`src/rtl/sparse_col_feeder_pkg.sv`:
```
// sparse_col_feeder_pkg: shared widths, FSM states and entry layout for the sparse column feeder
package sparse_col_feeder_pkg;
   localparam int DATA_W = 32;
   localparam int IDX_W = 12;
   typedef enum logic [2:0] {IDLE, GET_VEC, FILL1, FILL2, EMIT, DONE} state_t;
   typedef struct packed {
      logic [DATA_W-1:0] val;
      logic [IDX_W-1:0]  row_idx;
      logic              last;
   } entry_t;
endpackage

```
`src/rtl/sparse_col_feeder_sync_fifo.sv`:
```
// sync_fifo: fall-through FIFO; a push is refused whenever full, even alongside a pop
module sync_fifo #(
   parameter int WIDTH = 8,
   parameter int DEPTH = 4
) (
   input  logic             clk,
   input  logic             reset,
   input  logic             push,
   input  logic [WIDTH-1:0] din,
   output logic             full,
   input  logic             pop,
   output logic [WIDTH-1:0] dout,
   output logic             empty
);
   localparam int AW = $clog2(DEPTH);
   logic [WIDTH-1:0] mem_q [DEPTH];
   logic [AW-1:0] wr_q, wr_d, rd_q, rd_d;
   logic [AW:0] cnt_q, cnt_d;
   logic do_push, do_pop;
   // Occupancy flags and pointer/level updates
   always_comb begin
      full = cnt_q == (AW+1)'(DEPTH);
      empty = cnt_q == '0;
      do_push = push && !full;
      do_pop = pop && !empty;
      wr_d = wr_q + AW'(do_push);
      rd_d = rd_q + AW'(do_pop);
      cnt_d = cnt_q + (AW+1)'(do_push) - (AW+1)'(do_pop);
      dout = mem_q[rd_q];
   end
   // Pointer and level state
   always_ff @(posedge clk or posedge reset) begin
      if (reset) begin
         wr_q <= '0;
         rd_q <= '0;
         cnt_q <= '0;
      end else begin
         wr_q <= wr_d;
         rd_q <= rd_d;
         cnt_q <= cnt_d;
      end
   end
   // Storage needs no reset; the level decides what is valid
   always_ff @(posedge clk) begin
      if (do_push) mem_q[wr_q] <= din;
   end
endmodule

```
`src/rtl/sparse_col_feeder.sv`:
```
// sparse_col_feeder: packs each column's nonzeros into two-lane pairs with the column's vector word
module sparse_col_feeder #(
   parameter int DATA_W = sparse_col_feeder_pkg::DATA_W,
   parameter int IDX_W = sparse_col_feeder_pkg::IDX_W,
   parameter int FIFO_DEPTH = 4
) (
   input  logic              clk,
   input  logic              reset,
   input  logic              start,
   input  logic [IDX_W-1:0]  col_count,
   input  logic              ent_valid,
   output logic              ent_ready,
   input  logic [DATA_W-1:0] ent_val,
   input  logic [IDX_W-1:0]  ent_rowIdx,
   input  logic              ent_last,
   input  logic              vec_valid,
   output logic              vec_ready,
   input  logic [DATA_W-1:0] vec_data,
   output logic [DATA_W-1:0] val1,
   output logic [DATA_W-1:0] val2,
   output logic [IDX_W-1:0]  rowIdx1,
   output logic [IDX_W-1:0]  rowIdx2,
   output logic              tag1,
   output logic              tag2,
   output logic [DATA_W-1:0] vec,
   output logic              out_valid,
   output logic              busy,
   output logic              done,
   output logic [15:0]       pairs_emitted
);
   import sparse_col_feeder_pkg::*;
   localparam int EW = DATA_W + IDX_W + 1;
   state_t state_q, state_d;
   logic [IDX_W-1:0] cols_q, cols_d, col_q, col_d, r1_q, r1_d, r2_q, r2_d;
   logic [DATA_W-1:0] vec_q, vec_d, v1_q, v1_d, v2_q, v2_d;
   logic t2_q, t2_d, last_q, last_d, busy_q, busy_d, run_q;
   logic [15:0] cnt_q, cnt_d;
   logic fifo_full, fifo_empty, pop;
   logic [EW-1:0] head;
   logic [DATA_W-1:0] h_val;
   logic [IDX_W-1:0] h_row;
   logic h_last;
   assign {h_val, h_row, h_last} = head;
   assign ent_ready = run_q && !fifo_full;
   assign pop = !fifo_empty && (state_q == FILL1 || state_q == FILL2);
   sync_fifo #(.WIDTH(EW), .DEPTH(FIFO_DEPTH)) u_fifo (
      .clk(clk),
      .reset(reset),
      .push(ent_valid && ent_ready),
      .din({ent_val, ent_rowIdx, ent_last}),
      .full(fifo_full),
      .pop(pop),
      .dout(head),
      .empty(fifo_empty)
   );
   // Lane outputs read as zero between issues; vec holds across the column
   always_comb begin
      out_valid = state_q == EMIT;
      val1 = out_valid ? v1_q : '0;
      val2 = out_valid ? v2_q : '0;
      rowIdx1 = out_valid ? r1_q : '0;
      rowIdx2 = out_valid ? r2_q : '0;
      tag1 = rowIdx1[0];
      tag2 = out_valid && t2_q;
      vec = vec_q;
      vec_ready = state_q == GET_VEC;
      done = state_q == DONE;
      busy = busy_q;
      pairs_emitted = cnt_q;
   end
   // Job sequencing: fetch vector, fill lane 1 then lane 2 (or pad), issue, advance column
   always_comb begin
      state_d = state_q;
      cols_d = cols_q;
      col_d = col_q;
      vec_d = vec_q;
      v1_d = v1_q;
      v2_d = v2_q;
      r1_d = r1_q;
      r2_d = r2_q;
      t2_d = t2_q;
      last_d = last_q;
      busy_d = busy_q;
      cnt_d = cnt_q;
      case (state_q)
         IDLE: if (start) begin
            cnt_d = '0;
            col_d = '0;
            cols_d = col_count;
            busy_d = col_count != '0;
            state_d = col_count == '0 ? DONE : GET_VEC;
         end
         GET_VEC: if (vec_valid) begin
            vec_d = vec_data;
            state_d = FILL1;
         end
         FILL1: if (!fifo_empty) begin
            v1_d = h_val;
            r1_d = h_row;
            last_d = h_last;
            v2_d = '0;
            r2_d = '0;
            t2_d = 1'b1;
            state_d = h_last ? EMIT : FILL2;
         end
         FILL2: if (!fifo_empty) begin
            v2_d = h_val;
            r2_d = h_row;
            t2_d = h_row[0];
            last_d = h_last;
            state_d = EMIT;
         end
         EMIT: begin
            cnt_d = cnt_q + 16'(cnt_q != 16'hFFFF);
            col_d = last_q ? col_q + IDX_W'(1) : col_q;
            state_d = !last_q ? FILL1 : (col_q + IDX_W'(1) == cols_q) ? DONE : GET_VEC;
         end
         DONE: begin
            busy_d = 1'b0;
            state_d = IDLE;
         end
         default: state_d = IDLE;
      endcase
   end
   // State registers; run_q keeps ent_ready low until the first edge after reset
   always_ff @(posedge clk or posedge reset) begin
      if (reset) begin
         state_q <= IDLE;
         cols_q <= '0;
         col_q <= '0;
         vec_q <= '0;
         v1_q <= '0;
         v2_q <= '0;
         r1_q <= '0;
         r2_q <= '0;
         t2_q <= 1'b0;
         last_q <= 1'b0;
         busy_q <= 1'b0;
         cnt_q <= '0;
         run_q <= 1'b0;
      end else begin
         state_q <= state_d;
         cols_q <= cols_d;
         col_q <= col_d;
         vec_q <= vec_d;
         v1_q <= v1_d;
         v2_q <= v2_d;
         r1_q <= r1_d;
         r2_q <= r2_d;
         t2_q <= t2_d;
         last_q <= last_d;
         busy_q <= busy_d;
         cnt_q <= cnt_d;
         run_q <= 1'b1;
      end
   end
endmodule

```
`config.mk`:
```
export PLATFORM = sky130hd
export DESIGN_NAME = sparse_col_feeder
export DESIGN_NICKNAME = d
export VERILOG_FILES = /design/src/rtl/sparse_col_feeder_pkg.sv /design/src/rtl/sparse_col_feeder_sync_fifo.sv /design/src/rtl/sparse_col_feeder.sv
export SDC_FILE = /design/constraint.sdc
export NUM_CORES = 1
export LEC_CHECK = 0
export BUFFER_PORTS_ARGS = -buffer_cell sky130_fd_sc_hd__buf_2
export CAP_MARGIN = 0
export CORE_MARGIN = 3
export CORE_UTILIZATION = 61
export CTS_CLUSTER_DIAMETER = 40
export DETAILED_ROUTE_END_ITERATION = 10
export PLACE_DENSITY_LB_ADDON = 0.08
export SYNTH_ARGS = -nofsm -noshare
export SYNTH_HDL_FRONTEND = slang
export SYNTH_SLANG_ARGS = --single-unit
```
`constraint.sdc`:
```
create_clock -name clk -period 13.04 [get_ports clk]
set_input_delay 1.956 -clock clk [delete_from_list [all_inputs] [get_ports clk]]
set_output_delay 1.956 -clock clk [all_outputs]
set_load 0.02 [all_outputs]
```
==> impl_metrics.json <==
{
  "dr.pass1.iters": 5,
  "grt_pass1_wl_um": 47600,
  "clk_pin_slew_ns": 0.05,
  "ys_warn_count": 0,
  "peakVddDrop_v": 0.000125,
  "preCtsSetupSlack_ns": 9.17,
  "skew_ns": 0.00928,
  "r2r_cells": 6,
  "synth_flop_cell": "edfxtp_1",
  "rsz0062_at_grt": "false",
  "hold_path_end": "pairs_emitted[9]",
  "ys_ff_latch": 354,
  "cp_slowest_cell": "buf_4",
  "globalplace.congestion": 0.847,
  "synth.area.mux_share_pct": 13.4,
  "netlist_instances": 920,
  "cp.arrival_ns": 2.49,
  "synthArstFlopShare_pct": 49.2,
  "fill_cells": 1432,
  "placed_area_um2": 15800,
  "status": "completed",
  "hpwlAfterDp_um": 18400,
  "cts_buffer_depth": 3,
  "drive_above_1_share_pct": 38.1,
  "timing.reg2reg.setup_slack_ns": 10.21,
  "wire_per_inst_um": 19.5,
  "antenna_found_initial": 7,
  "cts_hold_buffers": 0,
  "area_delta_synth_final_pct": 20.5,
  "crit_chain": "nor3b_4 > buf_4 > and2_1 > buf_2",
  "power.density_nw_per_um2": 217,
  "num_rows": 55,
  "routed_wl_um": 29400,
  "stdcell_count": 1509,
  "crit_family": "buffers and inverters",
  "drc": 0,
  "relSlewSlack_pct": 30.5,
  "fin_setup_tns_ns": 0,
  "drv_slew": 0,
  "die-area_um2": 25400,
  "finalHoldViolations": 0,
  "r2r_start": "state_q[2]",
  "startpoint": "state_q[2]",
  "worst_slew_pin_slew_ns": 1.04,
  "antenna_left": 0,
  "htreeDepth": 2,
  "port_buffers": 236,
  "critPathMaxFanout": 102,
  "hold-worst-slack_ns": 0.494,
  "core_um2": 22800,
  "grt_pass1_vias": 8737,
  "post_cts_buffers": 0,
  "max_stage_delay_ns": 0.66,
  "final_common_cell": "buf_2",
  "p_leak_nw": 7.32,
  "netlist_area_um2": 14300,
  "final_nets": 1263,
  "synthSimpleGateAreaFrac_pct": 9.07,
  "worstSetupEndpointType": "output port",
  "fp.dieW_um": 159,
  "cts_buffers": 43,
  "worst_slack_ns": 8.60,
  "fp.dieH_um": 159,
  "hold_depth": 1,
  "period_share_pct": 34.1,
  "synth_fa_ha_area_share_pct": 0.751,
  "synth_fp_nets": 1022,
  "min_path_type": "register to register",
  "grt_start_max_net_pins": 103,
  "clock_sinks": 354,
  "initial_utilization_pct": 62.7,
  "yosysSeqAreaShare_pct": 68.1,
  "synth-edff-count": 180,
  "cp.required_ns": 11.08,
  "insertion_delay_ns": 0.52,
  "hold_start": "pairs_emitted[9]",
  "layout_common_cells": "buf_2, edfxtp_1, dfrtp_1",
  "cts-resized-gates": 0,
  "drt-initial-drc-count": 593,
  "viasPerCell": 5.66,
  "timing.fmax_mhz": 225,
  "syn-mean-instance-area_um2": 15.6,
  "r2r_end": "col_q[9]",
  "path_class": "register to output port",
  "grt.total_usage_pct": 23.5,
  "cp-start-kind": "register",
  "synth-xor-area-share_pct": 1.16,
  "cts_tree": "done",
  "dpl.cell_count": 1429,
  "maxCapViolCount": 0,
  "synth_cell_types": 53,
  "synth_top_family_by_area": "multiplexers",
  "period_minus_slack_ns": 4.44,
  "fin_area_um2": 17300,
  "overflow": 0,
  "synth-compound-area-share_pct": 5.68,
  "io_pins": 237,
  "clock-root-buffer": "clkbuf_16",
  "vias": 8536,
  "worst-path-buf-inv": 2,
  "finalSetupViolCount": 0
}
[kinds of logic (layout without fill, tap and decap cells)]
| group | count (synthesis) | count (layout) |
|---|---|---|
| AND/OR/NAND/NOR | 240 | 240 |
| XOR/XNOR | 19 | 19 |
| multiplexers | 126 | 126 |
| flip-flops | 354 | 354 |
| adder cells (fa/ha/maj) | 8 | 8 |
| buffers and inverters | 62 | 336 |
| other | 1 | 3 |
| AO/OA/AOI/OAI | 110 | 110 |
[how the worst max path moves through the flow]
| stage | endpoint | slack [ns] | cells past startpoint |
|---|---|---|---|
| 6_report | val2[21] | 8.60 | 4 |
| 5_1_grt | val2[16] | 8.40 | 4 |
| 4_1_cts | val2[16] | 8.59 | 4 |
| 3_5_place_dp | val2[21] | 9.17 | 4 |
| 3_3_place_gp | val2[21] | 9.21 | 4 |
| 2_1_floorplan | busy | 6.37 | 1 |
[sequential cells by signal, indices dropped and copies added (netlist names), 2 cells and up]
register       count
u_fifo.mem_q     180
r1_q              12
u_fifo.wr_q        2
cols_q            12
col_q             12
pairs_emitted     16
v2_q              32
v1_q              32
vec               32
u_fifo.cnt_q       3
state_q            3
u_fifo.rd_q        2
r2_q              12
[cell type report]
type,instances,area (µm²),area share (%)
antenna,2,5.00,0.0290
tap,313,392,2.27
clock buffer,48,1110,6.45
timing repair buffer,247,1260,7.32
sequential,354,9760,56.5
clock inverter,30,333,1.93
multi-input combinational,504,4360,25.2
inverter,11,46.3,0.268
[report_power, final]
part / internal, mW / switching [mW]
clock: 0.739 / 0.450
combinational: 0.448 / 0.491
sequential: 1.45 / 0.179
total: 2.63 / 1.12
[per-layer routing]
layer | GRT usage [%] | vias to the layer above | part of all wire [%]
met2 | 39.3 | 262 | 50
met5 | 0 | - | 0.23
met3 | 5.23 | 50 | 5.8
met1 | 31.5 | 4288 | 42
met4 | 6.88 | 10 | 1.8
li1 | - | 3926 | -
[synth_stat cells, drive strengths merged (4+ instances only)]
cell / number / share of area, %
o21ai: 27 / 0.94
mux2i: 5 / 0.35
nand2b: 4 / 0.17
nor2: 20 / 0.54
xor2: 8 / 0.49
nand3: 14 / 0.52
and2: 93 / 4.1
mux2: 76 / 6.0
nand4: 9 / 0.39
nand2: 70 / 1.9
edfxtp: 180 / 38
nor3: 5 / 0.17
a22o: 47 / 2.9
xnor2: 11 / 0.67
o31ai: 9 / 0.47
nor4: 4 / 0.17
dfrtp: 174 / 30
mux4: 45 / 7.1
a21oi: 6 / 0.21
a211oi: 4 / 0.24
clkbuf: 27 / 0.71
ha: 7 / 0.61
buf: 24 / 0.86
and3: 7 / 0.31
inv: 11 / 0.29
[per-stage QoR]
stage / power [mW] / utilization (%)
final: 3.75 / 75.6
after global routing: 3.95 / 75.6
after CTS: 3.80 / 75.6
after detailed placement: 2.60 / 69.3
after global placement: 2.57 / 69.3
after floorplan: 2.30 / -
No activity file was read; power rests on OpenSTA's default activity.
